==> config.mk <==
export PLATFORM = sky130hd
export DESIGN_NAME = pipe_sequencer
export DESIGN_NICKNAME = d
export VERILOG_FILES = /design/src/rtl/pipe_ctrl_pkg.sv /design/src/rtl/pipe_wdog.sv /design/src/rtl/pipe_sequencer.sv
export SDC_FILE = /design/constraint.sdc
export NUM_CORES = 1
export LEC_CHECK = 0
export BUFFER_PORTS_ARGS = -buffer_cell sky130_fd_sc_hd__buf_2
export CORE_MARGIN = 2
export CORE_UTILIZATION = 40
export CTS_CLUSTER_DIAMETER = 40
export DETAILED_ROUTE_END_ITERATION = 16
export PLACE_DENSITY = 0.69
export SLEW_MARGIN = 20
export SYNTH_ARGS = -nofsm -noshare
export SYNTH_HDL_FRONTEND = slang
export SYNTH_SLANG_ARGS = --single-unit
export TNS_END_PERCENT = 10
==> constraint.sdc <==
create_clock -name clk -period 4.2 [get_ports clk]
set_input_delay 0.63 -clock clk [delete_from_list [all_inputs] [get_ports clk]]
set_output_delay 0.63 -clock clk [all_outputs]
set_load 0.01 [all_outputs]
==> src/rtl/pipe_ctrl_pkg.sv <==
// Shared types and default widths for the decoder -> sync_fifo -> executer
// sequencer. The address width normally comes from the project-wide
// DECODER_MEM_ADDR_WIDTH macro; a local default keeps this slice buildable
// on its own.
`ifndef DECODER_MEM_ADDR_WIDTH
`define DECODER_MEM_ADDR_WIDTH 12
`endif

package pipe_ctrl_pkg;

  localparam int ADDR_W_DEF = `DECODER_MEM_ADDR_WIDTH;
  localparam int WDOG_W_DEF = 16;
  localparam int CNT_W_DEF  = 16;

  typedef enum logic [2:0] {
    IDLE  = 3'd0,
    FETCH = 3'd1,
    GAP   = 3'd2,
    DRAIN = 3'd3,
    DONE  = 3'd4
  } state_t;

endpackage

==> src/rtl/pipe_wdog.sv <==
// Saturating inactivity counter. Timeout stays asserted while the count
// sits at its maximum; the owner decides when that matters.
module pipe_wdog #(
  parameter int WDOG_W = 16
) (
  input  logic clk,
  input  logic reset,
  input  logic en,
  input  logic clr,
  output logic timeout
);

  localparam logic [WDOG_W-1:0] CNT_MAX = '1;

  logic [WDOG_W-1:0] cnt;

  // Clear has priority over counting; counting stops at the maximum
  always_ff @(posedge clk) begin
    if (!reset)
      cnt <= '0;
    else if (clr)
      cnt <= '0;
    else if (en && (cnt != CNT_MAX))
      cnt <= cnt + WDOG_W'(1);
  end

  assign timeout = (cnt == CNT_MAX);

endmodule

==> src/rtl/pipe_sequencer.sv <==
// Top-level controller that walks the decoder through an instruction stream
// block by block, keeps the executer running, waits for the FIFO to drain
// and reports completion, block count and watchdog errors to the host.
// Every output is registered and is a direct decode of the next state.
module pipe_sequencer
  import pipe_ctrl_pkg::*;
#(
  parameter int ADDR_W = ADDR_W_DEF,
  parameter int WDOG_W = WDOG_W_DEF,
  parameter int CNT_W  = CNT_W_DEF
) (
  input  logic              clk,
  input  logic              reset,
  input  logic              start,
  input  logic              abort,
  input  logic [ADDR_W-1:0] start_addr,
  output logic              dec_do_it,
  output logic [ADDR_W-1:0] dec_addr,
  input  logic              dec_done,
  input  logic [ADDR_W-1:0] dec_addr_out,
  input  logic              dec_stop,
  output logic              exec_do_it,
  input  logic              exec_done,
  input  logic              exec_stop,
  input  logic              fifo_empty,
  input  logic              fifo_rd,
  output logic              busy,
  output logic              done,
  output logic              wdog_err,
  output logic [CNT_W-1:0]  blk_cnt
);

  state_t            state_q, state_d;
  logic              dec_done_q;
  logic              stop_pend_q, stop_pend_d;
  logic [ADDR_W-1:0] dec_addr_d;
  logic [CNT_W-1:0]  blk_cnt_d;
  logic              wdog_err_d;
  logic              dec_do_it_d, exec_do_it_d, busy_d, done_d;
  logic              done_rise;
  logic              wdog_en, wdog_clr, wdog_timeout, wdog_fire;

  // A level-high dec_done must count exactly once
  assign done_rise = dec_done & ~dec_done_q;

  // Inactivity only matters while waiting on the decoder or the drain
  assign wdog_en   = (state_q == FETCH) || (state_q == DRAIN);
  assign wdog_clr  = done_rise || fifo_rd || (state_d != state_q);
  assign wdog_fire = wdog_timeout && wdog_en && !abort;

  pipe_wdog #(
    .WDOG_W(WDOG_W)
  ) u_wdog (
    .clk    (clk),
    .reset  (reset),
    .en     (wdog_en),
    .clr    (wdog_clr),
    .timeout(wdog_timeout)
  );

  // State, data and registered-output flops
  always_ff @(posedge clk) begin
    if (!reset) begin
      state_q     <= IDLE;
      dec_done_q  <= 1'b0;
      stop_pend_q <= 1'b0;
      dec_addr    <= '0;
      blk_cnt     <= '0;
      wdog_err    <= 1'b0;
      dec_do_it   <= 1'b0;
      exec_do_it  <= 1'b0;
      busy        <= 1'b0;
      done        <= 1'b0;
    end else begin
      state_q     <= state_d;
      dec_done_q  <= dec_done;
      stop_pend_q <= stop_pend_d;
      dec_addr    <= dec_addr_d;
      blk_cnt     <= blk_cnt_d;
      wdog_err    <= wdog_err_d;
      dec_do_it   <= dec_do_it_d;
      exec_do_it  <= exec_do_it_d;
      busy        <= busy_d;
      done        <= done_d;
    end
  end

  // Next-state selection; abort overrides every transition
  always_comb begin
    state_d = state_q;
    case (state_q)
      IDLE: begin
        if (start)
          state_d = FETCH;
      end
      FETCH: begin
        if (wdog_fire)
          state_d = IDLE;
        else if (done_rise)
          state_d = (dec_stop || exec_stop || stop_pend_q) ? DRAIN : GAP;
      end
      GAP: begin
        state_d = exec_stop ? DRAIN : FETCH;
      end
      DRAIN: begin
        if (wdog_fire)
          state_d = IDLE;
        else if (exec_stop || (fifo_empty && exec_done))
          state_d = DONE;
      end
      DONE: begin
        state_d = IDLE;
      end
      default: begin
        state_d = IDLE;
      end
    endcase
    if (abort)
      state_d = IDLE;
  end

  // Next values of the registered outputs and the bookkeeping registers
  always_comb begin
    dec_addr_d   = dec_addr;
    blk_cnt_d    = blk_cnt;
    wdog_err_d   = wdog_err;
    stop_pend_d  = stop_pend_q;
    dec_do_it_d  = (state_d == FETCH);
    exec_do_it_d = (state_d == FETCH) || (state_d == GAP) || (state_d == DRAIN);
    busy_d       = exec_do_it_d;
    done_d       = (state_d == DONE);
    if ((state_q == IDLE) && start && !abort) begin
      dec_addr_d  = start_addr;
      blk_cnt_d   = '0;
      wdog_err_d  = 1'b0;
      stop_pend_d = 1'b0;
    end
    if ((state_q == FETCH) && !abort && !wdog_fire) begin
      if (exec_stop || dec_stop)
        stop_pend_d = 1'b1;
      if (done_rise) begin
        blk_cnt_d  = blk_cnt + CNT_W'(1);
        dec_addr_d = dec_addr_out;
      end
    end
    if (wdog_fire)
      wdog_err_d = 1'b1;
  end

endmodule

# [Yosys cells after proc, flatten, opt, wreduce, memory -nomap -nowiden]
# Cells that the tools add are included.
[totals] regBits=53 elab_cells=66
[op_classes] n_eq_ne=10 n_mux=20 reduce_logical=21 bitwise=3 n_addsub=2
[ops] op="$mux 16" n=3
[ops] op="$mux 12" n=3
[ops] op="$add 16x1->16 const B" n=2
[ops] op="$mux 3" n=6
[ops] op="$eq 16x16->1 const B" n=1
[ops] op="$ne 16x16->1 const B" n=1
[ops] op="$eq 3x2->1 const B" n=4
[ops] op="$pmux 3 s4" n=1
[ops] op="$logic_and 1x1->1" n=8
[ops] op="$logic_or 1x1->1" n=8
[ops] op="$eq 3x1->1 const B" n=2
[ops] op="$mux 1" n=6
[ops] op="$eq 3x3->1 const B" n=1
[ops] op="$logic_not 3->1" n=1
[ops] op="$ne 3x3->1" n=1
[ops] op="$logic_not 1->1" n=2
[ops] op="$mux 2" n=1
[ops] op="$not 1->1" n=2
[ops] op="$reduce_bool 2->1" n=1
[ops] op="$reduce_or 2->1" n=1
[ops] op="$and 1x1->1" n=1

# [Logic depth before layout (Yosys ltp)]
# Gate-level depths: netlist (run 1).
[depth] depth_word=10 ltp_mapped=8 mapped_depth_nobuf=6

# [Modules after synthesis]
# Synthesis (run 1) repeated with hierarchy kept, for this count alone.
[hier_totals] cells_unflattened=318 hier_area_um2=2712.6
[by_module_without_submodules] mod="pipe_sequencer" cells_per_inst=214 area_each_um2=1814.2 n_inst=1 seq_area_each_um2=740.7
[by_module_without_submodules] mod="pipe_wdog" cells_per_inst=104 area_each_um2=898.4 n_inst=1 seq_area_each_um2=320.3

# [Worst setup path before layout (run 1)]
# OpenSTA, ideal clock, no wires.
[synth_path] path_type="register to register" from="reg u_wdog.cnt[0]" to="reg u_wdog.cnt[12]" path_buffers=1 setup_slack_ps=2243 arrival_time_ps=1842 stages_incl_launch_ff=8 synth_period_minus_slack_ps=1957 path_cell_list="dfxtp_1 > ha_1 > nand4_1 > or4_4 > a31o_1 > o2111ai_2 > buf_6 > nor2_1"
[synth_between] elab_chain_len=9 word_cells_on_any_way=13 cone_classes="add/sub (1); eq/ne (3); mux (4); reduce/logical (5)"
[synth_rtl] item="from (decl)" line="pipe_wdog.sv:15" text="logic [WDOG_W-1:0] cnt;"
[synth_rtl] item="from (signal assigned)" line="pipe_wdog.sv:24" text="cnt <= cnt + WDOG_W'(1);"
[synth_rtl] item="$eq 16x16->1" line="pipe_wdog.sv:27" text="assign timeout = (cnt == CNT_MAX);"
[synth_rtl] item="$logic_and 1x1->1 (2 in a row)" line="pipe_sequencer.sv:49" text="assign wdog_fire = wdog_timeout && wdog_en && !abort;"
[synth_rtl] item="$mux 3 (on tied branches)" line="pipe_sequencer.sv:106, pipe_sequencer.sv:97"
[synth_rtl] item="$pmux 3 s4" line="pipe_sequencer.sv:91" text="case (state_q)"
[synth_rtl] item="$mux 3" line="pipe_sequencer.sv:118" text="if (abort)"
[synth_rtl] item="$ne 3x3->1" line="pipe_sequencer.sv:48" text="assign wdog_clr = done_rise || fifo_rd || (state_d != state_q);"
[synth_rtl] item="$logic_or 1x1->1" line="pipe_sequencer.sv:48"
[synth_rtl] item="$reduce_or 2->1 (no source line)"
# Several ways; a longest one is shown, not always the timed one.
# A chain may end at the register's enable or synchronous reset.

# [Final worst setup path (run 1)]
# Same ends and word-level chain as after synthesis.

==> results.md, run 1 <==
* Run status: finished, final reports clean
* Net Sw Power at 0.219 mW
* Total power at 0.879 mW
* Initial antenna violation count at 0
* Final HPWL DP at 4170 um
* Share of the synthesized area in the top cell type at 42.2%
* Post-Syn Area at 2510 um^2
* Placer congestion estimate at 0.832
* CTS sink count at 53
* Final Hold Viols at 0
* Max transition margin at 38.5%
* Critical path peak fanout at 16
* Fmax at 419 MHz
* Setup-failing EPs final at 0
* Worst slew pin tran at 0.915 ns
* Power Density at 298 nW/um^2
* Residual DRC count at 0
* Hold buffers post-CTS at 0
* Setup tns final at 0 ns
* Die Ht at 83.3 um
* Pins Over Slew Limit at 0
* Avg WL per Cell at 13.3 um
* GRT Overall Usage at 16.6%
* Final Cell Area at 2950 um^2
* Congestion Overflow GR at 0
* RSZ-0062 raised after global routing: no
* Via density at 5.43
* Most frequent cell after synthesis: dfxtp_1
* Largest net degree at the start of global routing at 27
* CTS tree: done
* Post-CTS Setup Bufs at 0
* Vias in the first global route at 2,098
* Power share of the clock group at 32.8%
* Register bit total from synthesis at 53
* Commonest cells post-synth: 53 x dfxtp_1, 38 x nor2_1, 27 x nand2_1
* Share of cells above drive strength 1 at 23.5%
* Via count at 2,351
* EDFF count, synth at 0
* Critical path class: flop to flop
* Skew final at 0.00946 ns
* Mean post-synth cell area at 8.49 um^2
* Sw frac at 25.0%
* Top post-synthesis cells by area: dfxtp_1 42%, nor2_1 5.7%, a21oi_1 5.2%
* Yosys cell types at 56
* I/O pin cnt at 67
* Post-CTS resize count at 0
* Core area at 5990 um^2
* Synth warn at 0
* Sequential share of power at 58.7%
* HP Class: flop to flop
* Clk slew on worst S/H paths at 0.09 ns
* Syn Nets at 332
* CTS HTree Levels at 2
* # Max-Cap Violations at 0
* Leakage at 1.13 nW
* Wirelength, routed at 5750 um
* Internal power at 0.659 mW
* First-pass GRT wire length at 9670 um
* WP data arrival at 2.56 ns
* DRT iter0 DRCs at 178
* Kind of end point of the critical path: flop
* Clk_lat worst skew at 0.31 ns
* Starting density of the core at 41.9%
* Clk buf depth at 2
* Die area at 6930 um^2
* Clock root cell: clkbuf_8
* Gate Count Post-Synth at 296
* PortBufs at 66
* Worst vdd ir at 0.147 mV
* Final worst path period need at 2.39 ns
* Period utilization at 56.8%
* Die Span X at 83.3 um
* N_diodes at 0
* Seq/Total Area, Yosys at 42.2%
* Async S/R FF share, synth at 0%
* Number of CTS-inserted buffers at 5
* Row count at 28
* Top_reg_cell synth: dfxtp_1
* Layout area overhead at 17.5%
* CP Launch Type: flop
* Drt pass-1 iters at 4
* Fin nets at 393
* Placed cell area at 2860 um^2
* Worst EP required at 4.37 ns
* Combinational Power Share at 8.4%
* Antenna-violating nets left at 0
* Most area-hungry cell type in the Yosys netlist: dfxtp_1
==> per-stage QoR <==
step	util [%]	cells	hold slack (ns)	setup slack, ns
after floorplan	-	296	0.471	2.24
after detailed placement	47.8	425	0.443	1.81
final	49.3	433	0.456	1.81
after CTS	49.3	433	0.457	1.80
after global routing	49.3	433	0.489	1.65
after global placement	47.8	425	0.440	1.84
==> critical path, cell delays in order, from the launching register on <==
cell and delay [ns]:
dfxtp_1 0.39, ha_1 0.22, nand4_1 0.14, or4_4 0.54, a31o_1 0.25, o2111ai_2 0.57
nor2_1 0.12
==> area by class of cell <==
cell class / instances / area, um^2
multi-input cells: 221 / 1340
well taps: 75 / 93.8
clock buffers: 6 / 72.6
fillers: 554 / 3040
clock inverters: 2 / 15.0
inverters: 9 / 33.8
repair buffers: 67 / 338
flip-flops and latches: 53 / 1060
==> placed cells by master, fill, tap and decap left out, types with 3 or more instances in the layout <==
cell	instances
nand2b_1	3
o31ai_1	4
xnor2_1	13
nor4_1	3
nand4_1	8
a211oi_1	4
a31oi_1	3
nand2_1	27
dfxtp_1	53
a22oi_1	14
a21oi_1	26
o21ai_0	3
nor3_1	6
nor2_1	38
and3_1	3
xor2_1	3
nand3_1	19
clkbuf_8	5
buf_2	66
inv_1	8
and4_1	4
==> path summary, 6_finish.rpt <==
path / endpoint / slack (ns) / start / depth (start not counted)
max: u_wdog.cnt[12] / 1.81 / u_wdog.cnt[0] / 6
min: dec_addr[1] / 0.46 / dec_addr[1] / 2
max reg2reg: u_wdog.cnt[12] / 1.81 / u_wdog.cnt[0] / 6
min reg2reg: dec_addr[1] / 0.46 / dec_addr[1] / 2
==> state kept, by name, indices dropped and copies added, names as in the netlist, 3 cells and up <==
signal and flops:
u_wdog.cnt 16, blk_cnt 16, dec_addr 12, state_q 3
==> power groups by stage <==
stage                     Clock [mW]  Sequential [mW]  Combinational, mW
after floorplan                    0            0.531             0.0402
after global placement             0            0.528             0.0736
after detailed placement           0            0.528             0.0746
after CTS                      0.298            0.516             0.0746
after global routing           0.318            0.517             0.0842
final                          0.289            0.516             0.0740
==> per-layer routing <==
metal / GRT usage (%) / vias to the layer above / wire, um
li1: - / 1198 / -
met1: 22.5 / 1088 / 2820
met4: 5.22 / 0 / 44
met5: 0 / - / 0
met2: 26.8 / 61 / 2610
met3: 3.18 / 4 / 279
==> cell families (layout without fill, tap and decap cells) <==
logic type	count (synthesis)	count (layout)	share of synthesized area [%]
adder cells (fa/ha/maj)	2	2	0.996
AO/OA/AOI/OAI	70	70	19.0
flip-flops	53	53	42.2
buffers and inverters	22	84	4.53
AND/OR/NAND/NOR	131	131	26.9
XOR/XNOR	16	16	5.58
multiplexers	2	2	0.797
(Power assumes the default switching activity.)
==> run 2, diff against run 1 <==
PLACE_DENSITY = 0.72   (was 0.69)
clock period = 1.95 ns   (was 4.2 ns; I/O delays follow)
==> results.md, run 2 (synthesis gave the netlist of run 1 again) <==
* Run status: finished, final reports clean
* R2R Setup Slk at 0.04 ns
* Worst r2r src: u_wdog.cnt[0]
* Critical path peak fanout at 16
* HP Class: input port to flop
* Critical path class: flop to flop
* Sequential share of power at 53.7%
* Die Span X at 83.3 um
* Clk_lat worst skew at 0.30 ns
* Setup tns final at 0 ns
* Worst slew pin tran at 0.752 ns
* Internal power at 1.60 mW
* Hold buffers post-CTS at 0
* RSZ-0062 raised after global routing: yes
* I/O pin cnt at 67
* Via density at 5.31
* # Max-Cap Violations at 0
* Drt pass-1 iters at 4
* Most common cell after layout, fill and taps aside: buf_2
* Pre-CTS WS at -0.00756 ns
* Power Density at 629 nW/um^2
* Setup-failing EPs final at 0
* Antenna-violating nets left at 0
* Row count at 28
* Sw frac at 22.6%
* Largest net degree at the start of global routing at 27
* Period utilization at 98.0%
* Non-filler cells, final at 468
* Setup WS post-layout at 0.0384 ns
* Leakage at 1.34 nW
* Kind of end point of the critical path: flop
* Final Hold Viols at 0
* Clk slew on worst S/H paths at 0.09 ns
* Placer congestion estimate at 0.929
* Reg-to-reg endpoint: u_wdog.cnt[14]
* Die Ht at 83.3 um
* Skew final at 0.00635 ns
* PortBufs at 66
* Layout area overhead at 30.9%
* Pins Over Slew Limit at 0
* Top flop regs: blk_cnt (16), u_wdog.cnt (16), dec_addr (12)
* R2R depth at 7
* Power share of the clock group at 37.5%
* Fin nets at 428
* First-pass GRT wire length at 10,700 um
* Layout Utilization at 54.9%
* GRT Overall Usage at 18.3%
* CP Launch Type: flop
* Combinational Power Share at 8.8%
* Hold path endpoint: dec_done_q
* Hold Crit Depth at 2
* Max transition margin at 49.3%
* CTS tree: done
* Residual DRC count at 0
* CTS HTree Levels at 2
* Core area at 5990 um^2
* Clock root cell: clkbuf_8
* Die area at 6930 um^2
* Post-placement cell count at 459
* Initial antenna violation count at 0
* DRT iter0 DRCs at 151
* Congestion Overflow GR at 0
* Share of cells above drive strength 1 at 32.1%
* Leading cell types in the layout, fill and taps excluded: 66 x buf_2, 46 x dfxtp_1, 38 x nor2_1, 34 x buf_4, 27 x nand2_1
* Worst vdd ir at 0.574 mV
* Number of CTS-inserted buffers at 5
* Clk buf depth at 2
* Final HPWL DP at 4720 um
* Via count at 2,484
* Hold Slack at 0.215 ns
* Worst EP required at 2.14 ns
* Net Sw Power at 0.469 mW
* N_diodes at 0
* Fmax at 523 MHz
* Wirelength, routed at 6230 um
* CTS sink count at 53
* Final worst path period need at 1.91 ns
* Hold_sp: dec_done
* Starting density of the core at 41.9%
* WP data arrival at 2.10 ns
* Vias in the first global route at 2,359
* Avg WL per Cell at 13.3 um
==> run 2: power groups by stage <==
stage                     Clock, mW  Sequential, mW  Combinational, mW
after floorplan                   0            1.14             0.0886
after global placement            0            1.14              0.180
after detailed placement          0            1.14              0.182
after CTS                     0.789            1.11              0.183
after global routing          0.827            1.11              0.203
final                         0.776            1.11              0.183
==> run 2: what timing repair did <==
item,4_1_cts,5_1_grt
pin swaps,0,1
endpoints found under the setup margin,1,31
setup buffers,0,1
gates resized for setup,2,8
==> run 2: metal layers <==
metal	routed length [um]	share of wire [%]	GRT usage, %	vias up
met5	0	0	0	-
met4	102	1.6	6.71	0
met3	283	4.5	3.38	10
met2	2840	46	28.4	62
met1	3000	48	25.2	1141
li1	-	-	-	1271
==> run 2: stage by stage <==
stage / total power [mW] / area, um^2
final: 2.07 / 3290
after detailed placement: 1.32 / 3140
after global placement: 1.32 / 3140
after CTS: 2.08 / 3260
after floorplan: 1.23 / 2520
after global routing: 2.14 / 3290
==> run 2: worst max-delay path by stage <==
stage,cells past startpoint,from,endpoint,slack (ns)
floorplan,7,u_wdog.cnt[0],u_wdog.cnt[12],0.02
global placement,6,u_wdog.cnt[0],blk_cnt[3],0.04
detailed placement,6,dec_done,blk_cnt[3],-0.008
CTS,7,u_wdog.cnt[0],u_wdog.cnt[14],0.01
global route,7,u_wdog.cnt[1],u_wdog.cnt[1],-0.04
finish,7,u_wdog.cnt[0],u_wdog.cnt[14],0.04
==> run 2: layout make-up <==
type | count | area, um^2
Multi-Input combinational cell | 221 | 1360
Clock inverter | 1 | 30.0
Clock buffer | 7 | 86.3
Fill cell | 582 | 2700
Tap cell | 75 | 93.8
Timing Repair Buffer | 102 | 617
Inverter | 9 | 33.8
Sequential cell | 53 | 1070
==> run 2: critical path, cell delays in order, from the launching register on <==
cell and delay [ns]:
dfxtp_2 0.34, ha_1 0.16, nand4_1 0.12, or4_4 0.49, a31o_1 0.26, o2111ai_4 0.21
buf_12 0.17, a211oi_1 0.05
==> run 3, diff against run 2 <==
--- a/config.mk
+++ b/config.mk
@@ -8,4 +8,6 @@
 export BUFFER_PORTS_ARGS = -buffer_cell sky130_fd_sc_hd__buf_2
+export CAP_MARGIN = 40
 export CORE_MARGIN = 2
 export CORE_UTILIZATION = 40
+export CTS_BUF_LIST = sky130_fd_sc_hd__clkbuf_2
 export CTS_CLUSTER_DIAMETER = 40
--- a/constraint.sdc
+++ b/constraint.sdc
@@ -3,2 +3,2 @@
 set_output_delay 0.2925 -clock clk [all_outputs]
-set_load 0.01 [all_outputs]
+set_load 0.005 [all_outputs]
==> results.md, run 3 (synthesis gave the netlist of run 1 again) <==
* First-pass GRT wire length at 10,700 um
* Layer with the highest usage: met2
* Avg WL per Cell at 13.3 um
* Sw frac at 24.1%
* Clock root cell: clkbuf_2
* Final Hold Viols at 0
* WP data arrival at 2.28 ns
* Row count at 28
* Final worst path period need at 1.93 ns
* GR Layer Usage met3 at 3.38%
* Clk slew on worst S/H paths at 0.25 ns
* Leading cell types in the layout, fill and taps excluded: 66 x buf_2, 47 x dfxtp_1, 38 x nor2_1, 36 x buf_4, 27 x nand2_1
* Die Ht at 83.3 um
* Drt pass-1 iters at 4
* CP max stage delay at 0.49 ns
* Core area at 5990 um^2
* Power share of the clock group at 30.1%
* Period utilization at 99.1%
* Final HPWL DP at 4720 um
* Pins Over Slew Limit at 0
* Met1 Use GR at 25.3%
* Leakage at 1.33 nW
* DRT iter0 DRCs at 127
* Buf/Inv on CP at 1
* CTS sink count at 53
* Starting density of the core at 41.9%
* Run status: finished, final reports clean
* Worst path slowest cell: or4_4
* Residual DRC count at 0
* Power Density at 569 nW/um^2
* Sequential share of power at 60.3%
* Final Cell Area at 3260 um^2
* # Max-Cap Violations at 0
* Internal power at 1.41 mW
* CP delay by family, top: simple AND/OR/NAND/NOR gates
* Worst slew pin tran at 0.731 ns
* Net Sw Power at 0.446 mW
* Layout Utilization at 54.3%
* Fmax at 518 MHz
* Most common cell after layout, fill and taps aside: buf_2
* HP Class: input port to flop
* Layout area overhead at 29.6%
* Fillers at 586
* Congestion Overflow GR at 0
* Share of cells above drive strength 1 at 32.9%
* Kind of end point of the critical path: flop
* Top flop regs: blk_cnt (16), u_wdog.cnt (16), dec_addr (12)
* Via count at 2,486
* CTS HTree Levels at 2
* Worst vdd ir at 0.525 mV
* N_diodes at 0
* Number of CTS-inserted buffers at 5
* CP Cell Sequence: ha_1 > nand4_1 > or4_4 > a31o_1 > o2111ai_4 > buf_12 > a211oi_1
* PortBufs at 66
* RSZ-0062 raised after global routing: yes
* Worst EP required at 2.30 ns
* I/O pin cnt at 67
* Setup-failing EPs final at 0
* Clk buf depth at 2
* Die Span X at 83.3 um
* Largest net degree at the start of global routing at 27
* Placed cell area at 3140 um^2
* Critical path class: flop to flop
* GRT Overall Usage at 18.3%
* Skew final at 0.0131 ns
* Initial antenna violation count at 0
* Clk_lat worst skew at 0.42 ns
* Via density at 5.29
* CP Launch Type: flop
* Met2 Track Usage GR at 28.4%
* Die area at 6930 um^2
* Setup tns final at 0 ns
* CTS tree: done
* Vias in the first global route at 2,345
* Wirelength, routed at 6260 um
* Antenna-violating nets left at 0
* Placer congestion estimate at 0.929
* Max transition margin at 50.7%
* Critical path peak fanout at 16
* Fin nets at 430
* Combinational Power Share at 9.6%
[run 3: cell count changes in the layout (fill, tap and decap cells not counted), sizes merged]
cell / change
clkbuf: -1
clkinv: +1
buf: +2
[run 3: layout make-up]
type | instances | area (um^2) | share of cell area, %
Clock buffer | 6 | 30.0 | 0.922
Clock inverter | 2 | 33.8 | 1.04
Inverter | 9 | 33.8 | 1.04
Multi-Input combinational cell | 221 | 1360 | 41.9
Sequential cell | 53 | 1070 | 32.8
Tap cell | 75 | 93.8 | 2.88
Timing Repair Buffer | 104 | 632 | 19.4
[run 3: worst paths after layout]
kind / start / end / slack [ns] / cells after the start
worst max register to register: u_wdog.cnt[0] / u_wdog.cnt[14] / 0.02 / 7
worst max-delay path: u_wdog.cnt[0] / u_wdog.cnt[14] / 0.02 / 7
worst min register to register: dec_addr[8] / dec_addr[8] / 0.47 / 2
worst min-delay path: dec_done / dec_done_q / 0.07 / 2
[run 3: what timing repair did]
action                     CTS  global route
gates resized for setup      3             8
setup buffers                0             3
setup endpoints to repair    5            33
pin swaps                    0             1
hold buffers                 0             0
[run 3: power by group through the flow]
stage | sequential, mW | clock [mW] | combinational [mW]
after detailed placement | 1.14 | 0 | 0.175
after global placement | 1.14 | 0 | 0.173
after floorplan | 1.14 | 0 | 0.0882
after global routing | 1.12 | 0.613 | 0.197
after CTS | 1.12 | 0.570 | 0.176
final | 1.12 | 0.558 | 0.177
[run 3: layer usage]
metal  vias to the layer above  part of all wire (%)
met5                         -                     0
met1                      1138                    49
met2                        64                    45
met3                         9                   4.3
met4                         0                   1.5
li1                       1275                     -
[run 3: stage by stage]
stage          instances  power [mW]  worst slack, ns  hold WS, ns
6_report             470        1.85           0.0185       0.0737
5_1_grt              470        1.93          -0.0610       0.0279
4_1_cts              467        1.86          0.00139       0.0582
3_5_place_dp         459        1.31         -0.00756        0.446
3_3_place_gp         459        1.31           0.0369        0.440
2_1_floorplan        296        1.23           0.0210        0.414
